===== src/rtl/noc_pkg.sv =====
// Shared mesh-router definitions: port indices,
// default packet field positions and route order.
package noc_pkg;

  localparam int NUM_PORTS = 5;

  localparam logic [2:0] PORT_E = 3'd0;
  localparam logic [2:0] PORT_W = 3'd1;
  localparam logic [2:0] PORT_S = 3'd2;
  localparam logic [2:0] PORT_N = 3'd3;
  localparam logic [2:0] PORT_L = 3'd4;

  localparam int PKT_W_D    = 64;
  localparam int HOP_W_D    = 2;
  localparam int DIRX_BIT_D = 58;
  localparam int DIRY_BIT_D = 57;
  localparam int HOPX_LSB_D = 55;
  localparam int HOPY_LSB_D = 53;

  typedef enum logic {
    ROUTE_XY = 1'b0,
    ROUTE_YX = 1'b1
  } route_order_e;

endpackage


===== src/rtl/noc_pkt_buf.sv =====
// Small shifting packet FIFO, head at entry 0,
// with simultaneous push/pop.
module noc_pkt_buf #(
  parameter  int DEPTH = 2,
  parameter  int W     = 64,
  localparam int CW    = $clog2(DEPTH + 1)
) (
  input  logic          clk,
  input  logic          reset,
  input  logic          push,
  input  logic [W-1:0]  din,
  input  logic          pop,
  output logic [W-1:0]  head,
  output logic [CW-1:0] count
);

  logic [W-1:0]  r_mem   [DEPTH];
  logic [W-1:0]  w_shift [DEPTH];
  logic [W-1:0]  w_nxt   [DEPTH];
  logic [CW-1:0] r_count;
  logic [CW-1:0] w_wr_idx;

  for (genvar i = 0; i < DEPTH; i++) begin : g_sh
    if (i < DEPTH - 1) begin : g_mid
      assign w_shift[i] = pop ? r_mem[i+1] : r_mem[i];
    end else begin : g_last
      assign w_shift[i] = r_mem[i];
    end
  end

  // A pop shifts everything down, so the write slot moves too.
  assign w_wr_idx = pop ? r_count - CW'(1) : r_count;

  always_comb begin
    for (int i = 0; i < DEPTH; i++) begin
      w_nxt[i] = (push && w_wr_idx == CW'(i)) ? din : w_shift[i];
    end
  end

  always_ff @(posedge clk) begin
    for (int i = 0; i < DEPTH; i++) begin
      r_mem[i] <= w_nxt[i];
    end
  end

  always_ff @(posedge clk) begin
    if (reset) begin
      r_count <= '0;
    end else begin
      r_count <= r_count + CW'(push) - CW'(pop);
    end
  end

  assign head  = r_mem[0];
  assign count = r_count;

endmodule


===== src/rtl/routing_dir_pe_param.sv =====
// PE-injection route-compute stage: buffers FWFT input,
// applies XY/YX routing, tracks head-of-line stalls.
module routing_dir_pe_param
  import noc_pkg::*;
#(
  parameter int PKT_W        = PKT_W_D,
  parameter int HOP_W        = HOP_W_D,
  parameter int DIRX_BIT     = DIRX_BIT_D,
  parameter int DIRY_BIT     = DIRY_BIT_D,
  parameter int HOPX_LSB     = HOPX_LSB_D,
  parameter int HOPY_LSB     = HOPY_LSB_D,
  parameter int BUF_DEPTH    = 2,
  parameter int ROUTE_YX     = 0,
  parameter int STALL_W      = 8,
  parameter int STALL_THRESH = 16
) (
  input  logic                           clk,
  input  logic                           reset,
  input  logic                           empty,
  input  logic [PKT_W-1:0]               in_packet,
  output logic                           read_en,
  input  logic [NUM_PORTS-1:0]           full,
  output logic [NUM_PORTS*PKT_W-1:0]     out_packet,
  output logic [NUM_PORTS-1:0]           out_req,
  output logic [$clog2(BUF_DEPTH+1)-1:0] buf_count,
  output logic [STALL_W-1:0]             stall_cnt,
  output logic                           stall_alert
);

  localparam int CW = $clog2(BUF_DEPTH + 1);
  localparam route_order_e ORDER =
    (ROUTE_YX != 0) ? route_order_e'(1'b1) : ROUTE_XY;

  logic [PKT_W-1:0]     w_head;
  logic [PKT_W-1:0]     w_pkt;
  logic [CW-1:0]        w_count;
  logic                 w_valid;
  logic                 w_use_x;
  logic                 w_use_y;
  logic                 w_fire;
  logic                 w_blocked;
  logic [2:0]           w_tgt;
  logic [NUM_PORTS-1:0] w_req;
  logic [HOP_W-1:0]     w_hx;
  logic [HOP_W-1:0]     w_hy;
  logic [STALL_W-1:0]   r_stall;
  logic [STALL_W-1:0]   w_stall_nxt;
  logic                 r_alert;

  noc_pkt_buf #(
    .DEPTH (BUF_DEPTH),
    .W     (PKT_W)
  ) u_buf (
    .clk   (clk),
    .reset (reset),
    .push  (read_en),
    .din   (in_packet),
    .pop   (w_fire),
    .head  (w_head),
    .count (w_count)
  );

  assign w_valid = (w_count != '0);
  assign w_hx    = w_head[HOPX_LSB +: HOP_W];
  assign w_hy    = w_head[HOPY_LSB +: HOP_W];

  always_comb begin
    w_use_x = 1'b0;
    w_use_y = 1'b0;
    if (ORDER == ROUTE_XY) begin
      w_use_x = (w_hx != '0);
      w_use_y = (w_hx == '0) && (w_hy != '0);
    end else begin
      w_use_y = (w_hy != '0);
      w_use_x = (w_hy == '0) && (w_hx != '0);
    end
  end

  // Consumed hop field is nonzero, so the decrement never wraps.
  always_comb begin
    w_tgt = PORT_L;
    w_pkt = w_head;
    unique case (1'b1)
      w_use_x: begin
        w_tgt = w_head[DIRX_BIT] ? PORT_W : PORT_E;
        w_pkt[HOPX_LSB +: HOP_W] = w_hx - HOP_W'(1);
      end
      w_use_y: begin
        w_tgt = w_head[DIRY_BIT] ? PORT_S : PORT_N;
        w_pkt[HOPY_LSB +: HOP_W] = w_hy - HOP_W'(1);
      end
      default: ;
    endcase
  end

  always_comb begin
    w_req = '0;
    for (int i = 0; i < NUM_PORTS; i++) begin
      w_req[i] = !reset && w_valid && (w_tgt == 3'(i)) && !full[i];
    end
  end

  assign w_fire    = |w_req;
  assign w_blocked = w_valid && full[w_tgt];

  // Pop-through: a firing head frees a slot in the same cycle.
  assign read_en = !reset && !empty &&
                   ((w_count < CW'(BUF_DEPTH)) || w_fire);

  always_comb begin
    w_stall_nxt = '0;
    if (w_blocked) begin
      w_stall_nxt = (&r_stall) ? r_stall : r_stall + STALL_W'(1);
    end
  end

  always_ff @(posedge clk) begin
    if (reset) begin
      r_stall <= '0;
      r_alert <= 1'b0;
    end else begin
      r_stall <= w_stall_nxt;
      r_alert <= (32'(w_stall_nxt) >= STALL_THRESH);
    end
  end

  for (genvar g = 0; g < NUM_PORTS; g++) begin : g_out
    assign out_packet[g*PKT_W +: PKT_W] = w_valid ? w_pkt : '0;
  end

  assign out_req     = w_req;
  assign buf_count   = w_count;
  assign stall_cnt   = r_stall;
  assign stall_alert = r_alert;

endmodule


===== config.mk =====
export PLATFORM = sky130hd
export DESIGN_NAME = routing_dir_pe_param
export DESIGN_NICKNAME = d
export VERILOG_FILES = /design/src/rtl/noc_pkg.sv /design/src/rtl/noc_pkt_buf.sv /design/src/rtl/routing_dir_pe_param.sv
export SDC_FILE = /design/constraint.sdc
export NUM_CORES = 1
export LEC_CHECK = 0
export BUFFER_PORTS_ARGS = -buffer_cell sky130_fd_sc_hd__buf_2
export CORE_AREA = 2 2 158 160
export DETAILED_ROUTE_END_ITERATION = 10
export DIE_AREA = 0 0 160 162
export PLACE_DENSITY = 0.64
export SLEW_MARGIN = 20
export SYNTH_ARGS = -nofsm -noshare
export SYNTH_HDL_FRONTEND = slang
export SYNTH_SLANG_ARGS = --single-unit

===== constraint.sdc =====
create_clock -name clk -period 9.95 [get_ports clk]
set_input_delay 0.995 -clock clk [delete_from_list [all_inputs] [get_ports clk]]
set_output_delay 0.995 -clock clk [all_outputs]
set_load 0.03 [all_outputs]

* After elaboration in Yosys (flattened, before gate mapping) *
Memory sizes are Yosys's and may differ from the RTL's.
Index checks and enable logic that the tools add are counted.
W data, S select, Z words.

cells by class
  $add $sub $neg = 6
  order comparisons = 3
  equality and inequality tests = 5
  mux-type cells = 14
  reduce and logical (&&, ||, !) cells = 33

operator list
  operator               count
  $mux W64               4
  $logic_and A1 B1 Y1    17
  $mux W8                2
  $add A8 B1 Y8 const B  1
  $ge A8 B5 Y1 const B   1
  $reduce_and A8 Y1      1
  $logic_not A1 Y1       7
  $eq A3 B2 Y1 const B   2
  $mux W2                3
  $pmux W3 S2            1
  $reduce_bool A2 Y1     3
  $sub A2 B1 Y2 const B  3
  $reduce_or A5 Y1       1
  $logic_not A2 Y1       2
  $lt A3 B4 Y1 const B   1
  $bmux W1 S3            1
  $eq A3 B1 Y1 const B   1
  $eq A3 B3 Y1 const B   1
  $logic_not A3 Y1       1
  $mux W1                3
  $add A2 B1 Y2          1
  $eq A2 B1 Y1 const B   1
  $lt A2 B2 Y1 const B   1
  $sub A2 B1 Y2          1
  $logic_or A1 B1 Y1     1

word-level totals
  register bits = 11
  memory bits (writable) = 128
  output and inout bits = 337
  logic and storage cells = 65
  memories = 1

memories
  memory       words  width  read ports  clocked after Yosys merged registers in  wr ports  line               RTL
  u_buf.r_mem  2      64     2           0                                        2         noc_pkt_buf.sv:17  logic [W-1:0] r_mem [DEPTH];

* Longest topological paths before layout *
  depth after elaboration = 11
  mapped depth = 13
  depth with buffers taken out = 11

* Hierarchy *
A second synthesis with hierarchy kept.

second synthesis, totals
  cells, all modules = 1,058
  area total of the unflattened synthesis = 10,563.9 sq um

modules (own cells, without submodules)
  module                instances  cells each  area an instance (sq um)
  noc_pkt_buf           1          655         7,548.5
  routing_dir_pe_param  1          403         3,015.4

* Worst setup path before layout *
OpenSTA, ideal clock, no wires.

  kind = input to register
  start point = input port reset
  end point = memory u_buf.r_mem[0][0] (enable)
  setup time = 574 ps
  data arrival time = 7,138 ps
  setup slack = 2,237 ps
  cell stages on the path = 7
  cells stage by stage = or2_2 > nor3_1 > a2111oi_4 > inv_1 > ha_1 > nand2_1 > o21ai_0

RTL lines
  what         line                        RTL
  from (decl)  routing_dir_pe_param.sv:18  input logic reset,
  to (decl)    noc_pkt_buf.sv:17

==> results by group <==
Synth
  • Synth Flop Type: edfxtp_1
  • Post-synth cell types: 39
  • Syn nets: 690
  • Cells after Synth: 613
  • Syn. warnings: 0
  • Asr flop ratio synth: 0
  • Post-synthesis sequential area ratio: 0.511
  • Post-Syn Area per Cell: 13.0 µm²
  • Post-Syn Area: 7960 µm²
  • Number of flops mapped to enable cells by yosys: 128
  • Yosys reg bits: 139

STA
  • Setup-failing EPs final: 0
  • Final Slew Violations: 0
  • Slew HR: 0.347
  • RSZ-0062 raised after global routing: no
  • Final setup TNS: 0 ps
  • Final Cycle Share: 0.532
  • Worst hold margin: 545 ps
  • Least-Margin Pin Slew: 979 ps
  • Min Tclk post-route: 5290 ps
  • Final hold vios: 0
  • Clk_skew: 9.50 ps
  • F_max: 0.189 GHz

Global route
  • Global-route wire length before repair: 23500 µm
  • Vias in the first global route: 4224
  • Gr usage total: 0.119
  • Overflow after GRT: 0
  • Largest net degree at the start of global routing: 65
  • Initial antenna violation count: 2

Worst setup path
  • CP required: 10120 ps
  • CP endpoint kind: flip-flop
  • CP Launch Type: flip-flop
  • Worst setup path class: flip-flop to flip-flop
  • Crit path max fanout: 37
  • Arrival time at the worst endpoint: 5460 ps

Floorplan
  • I/O pins: 409
  • Die area: 25900 µm²
  • Num rows: 57
  • Die extent in x: 160 µm
  • Initial Util: 0.330
  • Die Y: 162 µm
  • CORE AREA: 24100 µm²

CTS
  • Hold buffer count at cts: 0
  • Inserted Clock Buffers: 17
  • Setup bufs post-CTS: 0
  • CTS max path bufs: 2
  • Root Driver: clkbuf_16
  • PostCTS Resize Cnt: 0
  • H-tree depth: 4
  • CTS tree: built
  • Clock slew seen by the registers of the worst setup and hold paths: 70 ps
  • Latest clock arrival within the worst-skew pair: 410 ps
  • Clock sink count: 139

Routing
  • Drt total wl: 16400 µm
  • Post-route DRC: 0
  • Routed length per instance: 14.8 µm
  • DRT Pass-1 Iters: 4
  • Initial DRC count: 151
  • Antenna-violating nets left: 0
  • Via count: 4599
  • Routed vias/inst: 4.14

Final layout
  • Fillcell total: 2375
  • Area Overhead vs Synth: 13.1%
  • Non-filler cells, final: 1112
  • Most frequent cells in the layout: 408 x buf_2, 128 x edfxtp_1, 62 x nor2b_1
  • Most common cell after layout, fill and taps aside: buf_2
  • Area of the multi-input gates: 1870 µm²
  • Register area: 4060 µm²
  • Nets: 851
  • Fin util: 0.373
  • Share of cells above drive strength 1: 0.654

Place
  • HPWL after DPL: 11700 µm
  • RePlAce Congestion: 0.700
  • Inst Count DP: 1079
  • Port buffer count: 408

Job
  • Max Cap Viol: 0

Run status
  • Status: completed

Worst hold path
  • HP Class: flip-flop to flip-flop
## kinds of logic (layout without fill, tap and decap cells)
kind of cell | after synthesis | count (layout) | synth area share
flops | 139 | 139 | 0.511
simple gates | 104 | 104 | 0.0783
xor+xnor | 5 | 5 | 0.00550
other cells | 0 | 1 | 0
mux | 67 | 67 | 0.124
fa+ha+maj | 5 | 5 | 0.00786
compound gates | 16 | 16 | 0.0160
buf+inv | 277 | 451 | 0.257
## synthesized netlist by cell type (3+ instances only)
cell	count	area [µm²]
mux2_4	60	901
nor2_1	15	56.3
ha_1	5	62.6
a211oi_1	3	22.5
edfxtp_1	128	3840
buf_4	256	1920
o21ai_0	3	15.0
or3_1	3	18.8
nor4_1	4	25.0
nor2b_1	62	388
inv_1	7	26.3
buf_6	6	67.6
nor3_1	3	15.0
dfxtp_1	11	220
and4_1	3	26.3
clkbuf_1	7	26.3
mux2_2	5	56.3
xnor2_1	3	26.3
a21oi_1	3	15.0
## flip-flops by register name, indices dropped and copies added (netlist names)
register     count
u_buf.r_mem    128
stall_cnt        8
u_buf.count      2
stall_alert      1
## final timing paths
check	slack (ps)	depth (start not counted)	start	to
max	4660	14	u_buf.count[1]	u_buf.r_mem[0][63]
min	540	1	u_buf.r_mem[0][78]	u_buf.r_mem[0][14]
max reg2reg	4660	14	u_buf.count[1]	u_buf.r_mem[0][63]
min reg2reg	540	1	u_buf.r_mem[0][78]	u_buf.r_mem[0][14]
## critical path, stage by stage, from the launching register on
cell       delay [ps]
dfxtp_1           380
inv_1              90
ha_2              720
buf_4             450
or2_2             220
o32ai_1           130
a2111oi_4         660
inv_1             100
ha_1              330
nand2_1           130
nor2_1             90
mux2i_4           130
buf_4             490
buf_4             640
mux2_2            410
## layout make-up
type                       instances  share of cell area
clock buffer                      18              0.0477
sequential                       139               0.451
antenna                            1            0.000278
inverter                           7             0.00292
multi-input combinational        197               0.208
clock inverter                    14              0.0150
timing repair buffer             412               0.230
tap                              324              0.0450
## per-stage QoR
stage	instance area [µm²]	setup WS, ps
2_1_floorplan	7960	2240
3_3_place_gp	8440	4730
3_5_place_dp	8440	4560
4_1_cts	9000	4560
5_1_grt	9000	4240
6_report	9000	4660
## routing by layer
metal  track usage  wire length (µm)  vias up
met4        0.0385               199        2
met3        0.0375              1020       14
met5             0                 7        -
met2         0.209              8470      193
li1              -                 -     2175
met1         0.137              6730     2215
Power is left out: the tool's default activity adds up to more than one toggle a clock period on the data nets, which glitch-free logic cannot reach.
